File: src/rtl/fast_kp_arbiter.sv
// fast_kp_arbiter
//
// Merges the keypoint streams of two FAST corner detectors into one
// valid/ready stream. Each detector feeds its own FIFO; a round-robin
// arbiter moves entries from the FIFOs into a single output register.
// A small frame FSM (IDLE -> RUN -> DRAIN -> DONE) tracks each frame.
//
// Optional feature: define KP_LIMIT_EN to add a per-frame keypoint cap
// (MAX_KP) and the limit_hit output.
//
// Ports
//   clk, rst                       clock, synchronous active-high reset
//   start                          frame-start pulse (flushes the datapath)
//   XYO_fast1 / wren_XYO_fast1     detector-1 keypoint {X,Y,O} and strobe
//   XYO_fast2 / wren_XYO_fast2     detector-2 keypoint {X,Y,O} and strobe
//   done_fast1 / done_fast2        per-detector end-of-frame pulses
//   kp_data / kp_valid / kp_ready  merged output {src, XYO} and handshake
//   num_fast1 / num_fast2          accepted keypoints per channel (saturating)
//   ovf1 / ovf2                    sticky FIFO-overflow drop flags
//   frame_done                     one-cycle end-of-frame pulse
//   limit_hit                      (KP_LIMIT_EN only) sticky cap-reached flag
module fast_kp_arbiter #(
  parameter int FIFO_DEPTH = 8,
  parameter int MAX_KP     = 4095
) (
  input  logic        clk,
  input  logic        rst,
  input  logic        start,
  input  logic [21:0] XYO_fast1,
  input  logic        wren_XYO_fast1,
  input  logic [21:0] XYO_fast2,
  input  logic        wren_XYO_fast2,
  input  logic        done_fast1,
  input  logic        done_fast2,
  output logic [22:0] kp_data,
  output logic        kp_valid,
  input  logic        kp_ready,
  output logic [13:0] num_fast1,
  output logic [13:0] num_fast2,
  output logic        ovf1,
  output logic        ovf2,
  output logic        frame_done
`ifdef KP_LIMIT_EN
  ,
  output logic        limit_hit
`endif
);

  localparam int AW = (FIFO_DEPTH > 2) ? $clog2(FIFO_DEPTH) : 1;
  localparam int CW = AW + 1;
  localparam logic [CW-1:0] FULL_CNT = CW'(FIFO_DEPTH);
  localparam logic [CW-1:0] CNT_ONE  = CW'(1);
  localparam logic [AW-1:0] PTR_ONE  = AW'(1);
  localparam logic [13:0]   NUM_MAX  = 14'h3FFF;

  // Reject illegal configurations at elaboration time.
  if (FIFO_DEPTH < 2 || (FIFO_DEPTH & (FIFO_DEPTH - 1)) != 0 || MAX_KP < 1) begin : g_bad_param
    $error("fast_kp_arbiter: FIFO_DEPTH must be a power of two >= 2 and MAX_KP >= 1");
  end

  typedef enum logic [1:0] {
    S_IDLE  = 2'd0,
    S_RUN   = 2'd1,
    S_DRAIN = 2'd2,
    S_DONE  = 2'd3
  } state_e;

  // Per-channel storage and bookkeeping (index 0 = detector 1).
  logic [21:0]   mem_q    [2][FIFO_DEPTH];
  logic [AW-1:0] wr_ptr_q [2];
  logic [AW-1:0] rd_ptr_q [2];
  logic [CW-1:0] cnt_q    [2];
  logic [CW-1:0] cnt_d    [2];

  logic [21:0] xyo_s [2];
  logic [1:0]  wren_s;
  logic [1:0]  empty_s;
  logic [1:0]  full_s;
  logic [1:0]  push_s;
  logic [1:0]  drop_s;
  logic [1:0]  pop_s;
  logic        grant_s;
  logic        out_free_s;
  logic        run_s;
  logic        cap_ok0_s;
  logic        cap_ok1_s;

  state_e      state_q;
  logic        seen1_q;
  logic        seen2_q;
  logic        frame_done_q;
  logic        last_q;
  logic        kp_valid_q;
  logic [22:0] kp_data_q;
  logic [13:0] num1_q;
  logic [13:0] num2_q;
  logic        ovf1_q;
  logic        ovf2_q;

`ifdef KP_LIMIT_EN
  localparam logic [14:0] MAX_KP_L = 15'(MAX_KP);
  logic [14:0] total_s;
  logic [14:0] total_d;
  logic        limit_hit_q;
`endif

  // Gather the two channel inputs into arrays and derive FIFO status.
  always_comb begin
    xyo_s[0]   = XYO_fast1;
    xyo_s[1]   = XYO_fast2;
    wren_s     = {wren_XYO_fast2, wren_XYO_fast1};
    empty_s[0] = (cnt_q[0] == {CW{1'b0}});
    empty_s[1] = (cnt_q[1] == {CW{1'b0}});
    full_s[0]  = (cnt_q[0] == FULL_CNT);
    full_s[1]  = (cnt_q[1] == FULL_CNT);
    out_free_s = !kp_valid_q || kp_ready;
    run_s      = (state_q == S_RUN);
  end

  // Round-robin grant: on a tie serve the channel not served last.
  always_comb begin
    pop_s   = 2'b00;
    grant_s = 1'b0;
    if (out_free_s && !empty_s[0] && !empty_s[1]) begin
      grant_s = ~last_q;
      pop_s   = last_q ? 2'b01 : 2'b10;
    end else if (out_free_s && !empty_s[0]) begin
      grant_s = 1'b0;
      pop_s   = 2'b01;
    end else if (out_free_s && !empty_s[1]) begin
      grant_s = 1'b1;
      pop_s   = 2'b10;
    end else begin
      grant_s = 1'b0;
      pop_s   = 2'b00;
    end
  end

`ifdef KP_LIMIT_EN
  // Running frame total used by the cap; channel 2 sees channel 1's same-cycle accept.
  always_comb begin
    total_s   = {1'b0, num1_q} + {1'b0, num2_q};
    cap_ok0_s = (total_s < MAX_KP_L);
    cap_ok1_s = ((total_s + {14'd0, push_s[0]}) < MAX_KP_L);
    total_d   = total_s + {14'd0, push_s[0]} + {14'd0, push_s[1]};
  end
`else
  // Without the cap every strobe is eligible.
  always_comb begin
    cap_ok0_s = 1'b1;
    cap_ok1_s = 1'b1;
  end
`endif

  // Accept or drop strobes; a full FIFO still accepts when it pops this cycle.
  always_comb begin
    push_s = 2'b00;
    drop_s = 2'b00;
    if (run_s && wren_s[0] && cap_ok0_s) begin
      if (!full_s[0] || pop_s[0]) begin
        push_s[0] = 1'b1;
      end else begin
        drop_s[0] = 1'b1;
      end
    end else begin
      push_s[0] = 1'b0;
    end
    if (run_s && wren_s[1] && cap_ok1_s) begin
      if (!full_s[1] || pop_s[1]) begin
        push_s[1] = 1'b1;
      end else begin
        drop_s[1] = 1'b1;
      end
    end else begin
      push_s[1] = 1'b0;
    end
  end

  // Next occupancy of each FIFO.
  always_comb begin
    for (int c = 0; c < 2; c++) begin
      case ({push_s[c], pop_s[c]})
        2'b10:   cnt_d[c] = cnt_q[c] + CNT_ONE;
        2'b01:   cnt_d[c] = cnt_q[c] - CNT_ONE;
        default: cnt_d[c] = cnt_q[c];
      endcase
    end
  end

  // FIFO payload storage; pointers alone define validity, so no reset needed.
  always_ff @(posedge clk) begin
    for (int c = 0; c < 2; c++) begin
      if (push_s[c]) begin
        mem_q[c][wr_ptr_q[c]] <= xyo_s[c];
      end
    end
  end

  // FIFO pointers and occupancy; start empties both FIFOs.
  always_ff @(posedge clk) begin
    for (int c = 0; c < 2; c++) begin
      if (rst || start) begin
        wr_ptr_q[c] <= {AW{1'b0}};
        rd_ptr_q[c] <= {AW{1'b0}};
        cnt_q[c]    <= {CW{1'b0}};
      end else begin
        if (push_s[c]) begin
          wr_ptr_q[c] <= wr_ptr_q[c] + PTR_ONE;
        end
        if (pop_s[c]) begin
          rd_ptr_q[c] <= rd_ptr_q[c] + PTR_ONE;
        end
        cnt_q[c] <= cnt_d[c];
      end
    end
  end

  // Output register and round-robin pointer; start also re-arms the tie-break.
  always_ff @(posedge clk) begin
    if (rst || start) begin
      kp_valid_q <= 1'b0;
      kp_data_q  <= 23'd0;
      last_q     <= 1'b1;
    end else if (pop_s != 2'b00) begin
      kp_valid_q <= 1'b1;
      kp_data_q  <= {grant_s, mem_q[grant_s][rd_ptr_q[grant_s]]};
      last_q     <= grant_s;
    end else if (kp_ready) begin
      kp_valid_q <= 1'b0;
    end
  end

  // Per-channel accept counters and sticky overflow flags.
  always_ff @(posedge clk) begin
    if (rst || start) begin
      num1_q <= 14'd0;
      num2_q <= 14'd0;
      ovf1_q <= 1'b0;
      ovf2_q <= 1'b0;
    end else begin
      if (push_s[0] && (num1_q != NUM_MAX)) begin
        num1_q <= num1_q + 14'd1;
      end
      if (push_s[1] && (num2_q != NUM_MAX)) begin
        num2_q <= num2_q + 14'd1;
      end
      if (drop_s[0]) begin
        ovf1_q <= 1'b1;
      end
      if (drop_s[1]) begin
        ovf2_q <= 1'b1;
      end
    end
  end

`ifdef KP_LIMIT_EN
  // Sticky flag raised once the frame total reaches the cap.
  always_ff @(posedge clk) begin
    if (rst || start) begin
      limit_hit_q <= 1'b0;
    end else if (total_d >= MAX_KP_L) begin
      limit_hit_q <= 1'b1;
    end
  end
`endif

  // Frame FSM; done pulses may arrive in either order or together.
  always_ff @(posedge clk) begin
    if (rst) begin
      state_q      <= S_IDLE;
      seen1_q      <= 1'b0;
      seen2_q      <= 1'b0;
      frame_done_q <= 1'b0;
    end else if (start) begin
      state_q      <= S_RUN;
      seen1_q      <= 1'b0;
      seen2_q      <= 1'b0;
      frame_done_q <= 1'b0;
    end else begin
      case (state_q)
        S_IDLE: begin
          frame_done_q <= 1'b0;
        end
        S_RUN: begin
          seen1_q <= seen1_q | done_fast1;
          seen2_q <= seen2_q | done_fast2;
          if ((seen1_q || done_fast1) && (seen2_q || done_fast2)) begin
            state_q <= S_DRAIN;
          end
        end
        S_DRAIN: begin
          if (empty_s[0] && empty_s[1] && !kp_valid_q) begin
            state_q      <= S_DONE;
            frame_done_q <= 1'b1;
          end
        end
        S_DONE: begin
          state_q      <= S_IDLE;
          frame_done_q <= 1'b0;
        end
        default: begin
          state_q      <= S_IDLE;
          frame_done_q <= 1'b0;
        end
      endcase
    end
  end

  assign kp_data    = kp_data_q;
  assign kp_valid   = kp_valid_q;
  assign num_fast1  = num1_q;
  assign num_fast2  = num2_q;
  assign ovf1       = ovf1_q;
  assign ovf2       = ovf2_q;
  assign frame_done = frame_done_q;
`ifdef KP_LIMIT_EN
  assign limit_hit  = limit_hit_q;
`endif

endmodule

File: config.mk
export PLATFORM = sky130hd
export DESIGN_NAME = fast_kp_arbiter
export DESIGN_NICKNAME = d
export VERILOG_FILES = /design/src/rtl/fast_kp_arbiter.sv
export SDC_FILE = /design/constraint.sdc
export NUM_CORES = 1
export LEC_CHECK = 0
export ABC_AREA = 1
export CORE_ASPECT_RATIO = 1.4
export CORE_UTILIZATION = 30
export CTS_CLUSTER_DIAMETER = 80
export CTS_CLUSTER_SIZE = 24
export DETAILED_ROUTE_END_ITERATION = 16
export SLEW_MARGIN = 20
export SYNTH_ARGS = -nofsm -noshare
export SYNTH_HDL_FRONTEND = slang
export SYNTH_SLANG_ARGS = --single-unit
File: constraint.sdc
create_clock -name clk -period 3.35 [get_ports clk]
set_clock_uncertainty 0.1 [all_clocks]
set_input_delay 0.67 -clock clk [delete_from_list [all_inputs] [get_ports clk]]
set_output_delay 0.67 -clock clk [all_outputs]
set_load 0.005 [all_outputs]
# Word-level counts from Yosys, hierarchy flattened
# Memory sizes are Yosys's and may differ from the RTL's.
# Index checks and enable logic that the tools add are counted.
[word_totals]
ff_bits = 60
ram_bits = 372
inputBits = 52
output_inout_bits = 55
elab_cells = 149
memories = 4
[op_classes]
addsub = 10
order_cmp = 5
n_eq_ne = 15
mux = 55
bitwise = 12
reduce_logical = 36
[mem_list]
columns = ["memory", "depth", "width", "rd", "rd_clocked_by_memory_dff", "write_ports", "line_no", "source"]
rows = [
  ["mem_q", 2, 176, 1, 0, 2, "69", "logic [21:0] mem_q [2][FIFO_DEPTH];"],
  ["cnt_q", 2, 4, 2, 0, 2, "72", "logic [CW-1:0] cnt_q [2];"],
  ["rd_ptr_q", 2, 3, 3, 0, 2, "71", "logic [AW-1:0] rd_ptr_q [2];"],
  ["wr_ptr_q", 2, 3, 2, 0, 2, "70", "logic [AW-1:0] wr_ptr_q [2];"],
]
[op_table]
columns = ["op", "n"]
rows = [
  ["2-to-1 mux 176 bit", 2],
  ["demux 22 bit (select 3 bit)", 2],
  ["2-to-1 mux 22 bit", 4],
  ["binary-select mux 22 bit (select 3 bit)", 1],
  ["2-to-1 mux 1 bit", 30],
  ["adder 14 x 1 -> 14 bit (second input constant)", 2],
  ["!= test 14 bit (second input constant)", 2],
  ["one-hot mux 4 bit (2 select lines)", 2],
  ["adder 3 x 1 -> 3 bit (second input constant)", 4],
  ["greater-or-equal comparator 4 bit (second input constant)", 3],
  ["logical AND 1 bit", 12],
  ["2-to-1 mux 2 bit", 6],
  ["2-to-1 mux 3 bit", 4],
  ["NOT 3 -> 4 bit", 3],
  ["adder 4 x 1 -> 4 bit (second input constant)", 2],
  ["equality test 2 bit (second input constant)", 4],
  ["equality test 4 bit (second input constant)", 2],
  ["logical NOT 4 bit", 2],
  ["less-than comparator 4 x 1 -> 1 bit (second input constant)", 2],
  ["2-to-1 mux 4 bit", 2],
  ["OR 1 bit", 8],
  ["subtractor 4 x 1 -> 4 bit (second input constant)", 2],
  ["equality test 2 x 1 -> 1 bit (second input constant)", 3],
  ["logical OR 1 bit", 6],
  ["other kinds (15)", 23],
]

# Longest topological paths before layout
# An unclocked memory read counts as a cell.
[depth]
depth_word = 14
ltp_mapped = 17
depth_no_buf = 17

# Worst setup path before layout
# OpenSTA, ideal clock, no wires.
[synth_path]
path_type = "input-to-reg"
from = "input port kp_ready"
to = "memory mem_q[1][110] (netlist bit), enable pin"
setup_time_ps = 401
t_arrival_ps = 2689
required_ps = 2849
path_slack_ps = 161
cell_stages = 9
path_buffers = 1
cell_sequence = "nor2_1 > a21oi_4 > nand2_4 > buf_6 > nand4_1 > and3_4 > inv_1 > or2_1 > nor2_1"
[synth_rtl]
columns = ["element", "line_no", "source"]
rows = [
  ["start: declaration", "37", "input logic kp_ready,"],
  ["end: declaration", "69", ""],
]

==> flow_metrics.tcl <==
set metrics [dict create \
    status "finished clean" \
    nets 1935 \
    synthCells 1770 \
    drc 0 \
    finalCritPeriodShare_pct 86.5 \
    die-height_um 297 \
    hold_viol_final 0 \
    crit_arrival_ps 3300 \
    pwr-share-comb_pct 44.0 \
    rsz0062_at_grt "no" \
    synth_top_family_by_area "simple AND/OR/NAND/NOR gates" \
    synth-compound-area-share_pct 3.33 \
    crit_path_end_kind "flip-flop" \
    maxClockFrequency_ghz 0.345 \
    postPlaceCellArea_um2 21000 \
    cts_setup_buffers 0 \
    yosysWarnings 0 \
    worst_pin_slew_ps 1030 \
    cts_buffers 25 \
    clock_path_buffers 3 \
    wl_mm 53.5 \
    synth_adder_area_share_pct 1.32 \
    setup_viol 0 \
    tritoncts "built" \
    wl_per_cell_um 19.9 \
    rrSetupSlack_ps 560 \
    crit_buf_inv 2 \
    synth_most_common_cell "nand2_1" \
    cts.htree.levels 1 \
    row_count 107 \
    synth_cell_types 42 \
    powerDensity_nw_per_um2 780 \
    syn_area_per_cell_um2 10.5 \
    synth_common_cells "486 x nand2_1, 364 x edfxtp_1, 324 x nand3_1" \
    synthXorXnorAreaFrac_pct 1.23 \
    critPathTopFamily "simple AND/OR/NAND/NOR gates" \
    synth_mux_area_share_pct 0 \
    synth.top_cell.area_share_pct 58.8 \
    worst-path-max-fanout 4 \
    yosysSeqAreaShare_pct 66.1 \
    slowest_stage "clkdlybuf4s50_1" \
    p_sw_share_pct 42.2 \
    hold_buffers 0 \
    track_usage_pct 17.1 \
    fp.coreArea_um2 61000 \
    dieArea_um2 63000 \
    ir_worst_vdd_uv 971 \
    grt.overflow.total 0 \
    syn_to_final_growth_pct 17.0 \
    num_vias 13500 \
    antenna_found_initial 4 \
    p_leak_uw 0.00793 \
    clock_sinks 432 \
    clkSlewWorstSetupHoldPaths_ps 90 \
    cp.required_ps 3750 \
    dp_hpwl_mm 31.6 \
    routed_via_density 5.02 \
    gp_congestion 0.782 \
    p_clk_share_pct 19.6 \
    path_class "in -> reg" \
    worstSkewPairLatency_ps 580 \
    crit_chain "clkdlybuf4s50_1 > nor2_1 > a21oi_4 > nand2_8 > nand4_1 > and3_4 > inv_1 > ha_1 > ha_1 > nand2_1 > nor2_1 > a211oi_1 > xor2_1 > nand2_1 > a21oi_1" \
    slowest_delay_ps 480 \
    total_power_uw 17000 \
    cts_root_buf "clkbuf_16" \
    p_sw_uw 7150 \
    synth-main-ff-cell "edfxtp_1" \
    drtPass1Iterations 5 \
    drive_gt1_share_pct 7.13 \
    synth-simple-area-share_pct 22.6 \
    post-place-ws_ps -118 \
    synth_top_cell_by_area "edfxtp_1" \
    drv_cap 0 \
    die_x_um 212 \
    synthArstFlopShare_pct 0 \
    critPathLaunchType "input port" \
    syn_nets 1841 \
    synth_edf_count 364 \
    ios 107 \
    post_cts_resize_count 0 \
    drt_iter0_drc 1275 \
    hp-class "reg -> reg" \
    ant_nets 0 \
    synth_area_leaders "edfxtp_1 59%, nand2_1 9.8%, nand3_1 8.7%, dfxtp_1 7.3%, inv_1 2.5%" \
    start_util_pct 30.4 \
    port_buffers 106 \
    period_needed_ps 2900 \
    internal_power_uw 9810 \
    synth_seq_cells 432 \
    grt_start_max_net_pins 111 \
    slew_headroom_pct 30.9 \
    grt_pass1_vias 13500 \
    slew_viol_final 0 \
    pwr-share-seq_pct 36.4 \
    grt_pass1_wl_mm 81.6 \
    syn_area_um2 18600 \
    final_area_um2 21700 \
    fin_ws_ps 451 \
]
cell families (layout without fill, tap and decap cells):
group           after synthesis  after routing
compound gates              115            115
xor+xnor                     26             26
fa+ha+maj                    19             19
buf+inv                     230            339
flops                       432            432
other cells                   0              1
simple gates                948            948
flip-flops by register name (all words and copies together), names as in the netlist, 2 cells and up:
name	cells
mem_q	352
kp_data	23
num_fast1	14
num_fast2	14
cnt_q	8
rd_ptr_q	6
wr_ptr_q	6
state_q	2
worst reg2reg max path, delay by kind of cell, from the launching register on:
kind | cells | cell delay [ps]
xor+xnor | 1 | 200
fa+ha+maj | 2 | 590
simple gates | 9 | 1030
flops | 1 | 360
compound gates | 2 | 410
buf+inv | 1 | 50
metrics by stage:
| stage | TNS (ps) | utilization [%] | hold slack, ps | std cells |
|---|---|---|---|---|
| floorplan | 0 | - | 337 | 1770 |
| global placement | 0 | 34.3 | 350 | 2654 |
| detailed placement | -118 | 34.3 | 365 | 2654 |
| CTS | 0 | 35.6 | 388 | 2696 |
| global route | 0 | 35.6 | 397 | 2696 |
| finish | 0 | 35.6 | 384 | 2697 |
final timing paths:
kind | from | endpoint | depth (start not counted)
setup reg to reg | cnt_q[0][1] | cnt_q[1][3] | 15
setup / recovery | kp_ready | cnt_q[1][3] | 15
hold / removal | kp_data[22] | kp_data[22] | 2
hold reg to reg | kp_data[22] | kp_data[22] | 2
power groups by stage:
stage          clock network, uW  logic, uW  registers (uW)
2_1_floorplan                  0       5020            6230
3_3_place_gp                   0       7310            6290
3_5_place_dp                   0       7410            6290
4_1_cts                     3390       7440            6180
5_1_grt                     3560       8270            6200
6_report                    3320       7470            6170
placed cells by master (no fill, tap or decap), types with 2 or more instances in the layout:
master,netlist,layout
or2_2,2,2
clkbuf_16,0,25
nand4_1,48,48
ha_1,18,18
nor2_1,55,38
o21ai_0,40,40
clkdlybuf4s50_1,0,106
inv_1,125,125
edfxtp_1,364,364
clkbuf_1,36,6
xor2_1,13,13
buf_12,0,23
nand2_4,2,2
o211ai_1,2,2
xnor2_1,13,13
o21a_1,3,3
nand2_2,3,2
nor3_1,14,14
clkinv_1,0,2
nor4_1,3,3
nor2_2,2,18
a31oi_1,2,2
nand3_1,324,324
nand2_1,486,486
inv_6,0,4
a21oi_1,61,61
dfxtp_1,68,68
buf_4,15,37
or2_1,2,2
inv_2,6,6
clkbuf_8,0,2
final cells by class:
type / instances / area (um^2)
Clock inverter: 9 / 109
Inverter: 131 / 492
Antenna cell: 1 / 2.50
Multi-Input combinational cell: 1108 / 5360
Fill cell: 6073 / 39300
Sequential cell: 432 / 12300
Timing Repair Buffer: 166 / 1800
Clock buffer: 33 / 676
Tap cell: 817 / 1020
routing by layer:
metal	track usage, %	up-vias	wire length (um)
met1	21.2	6640	21600
met2	30.1	516	26500
met5	0	-	34
met4	6.14	6	1800
li1	-	6267	-
met3	2.52	109	3610
(Power assumes the default switching activity.)
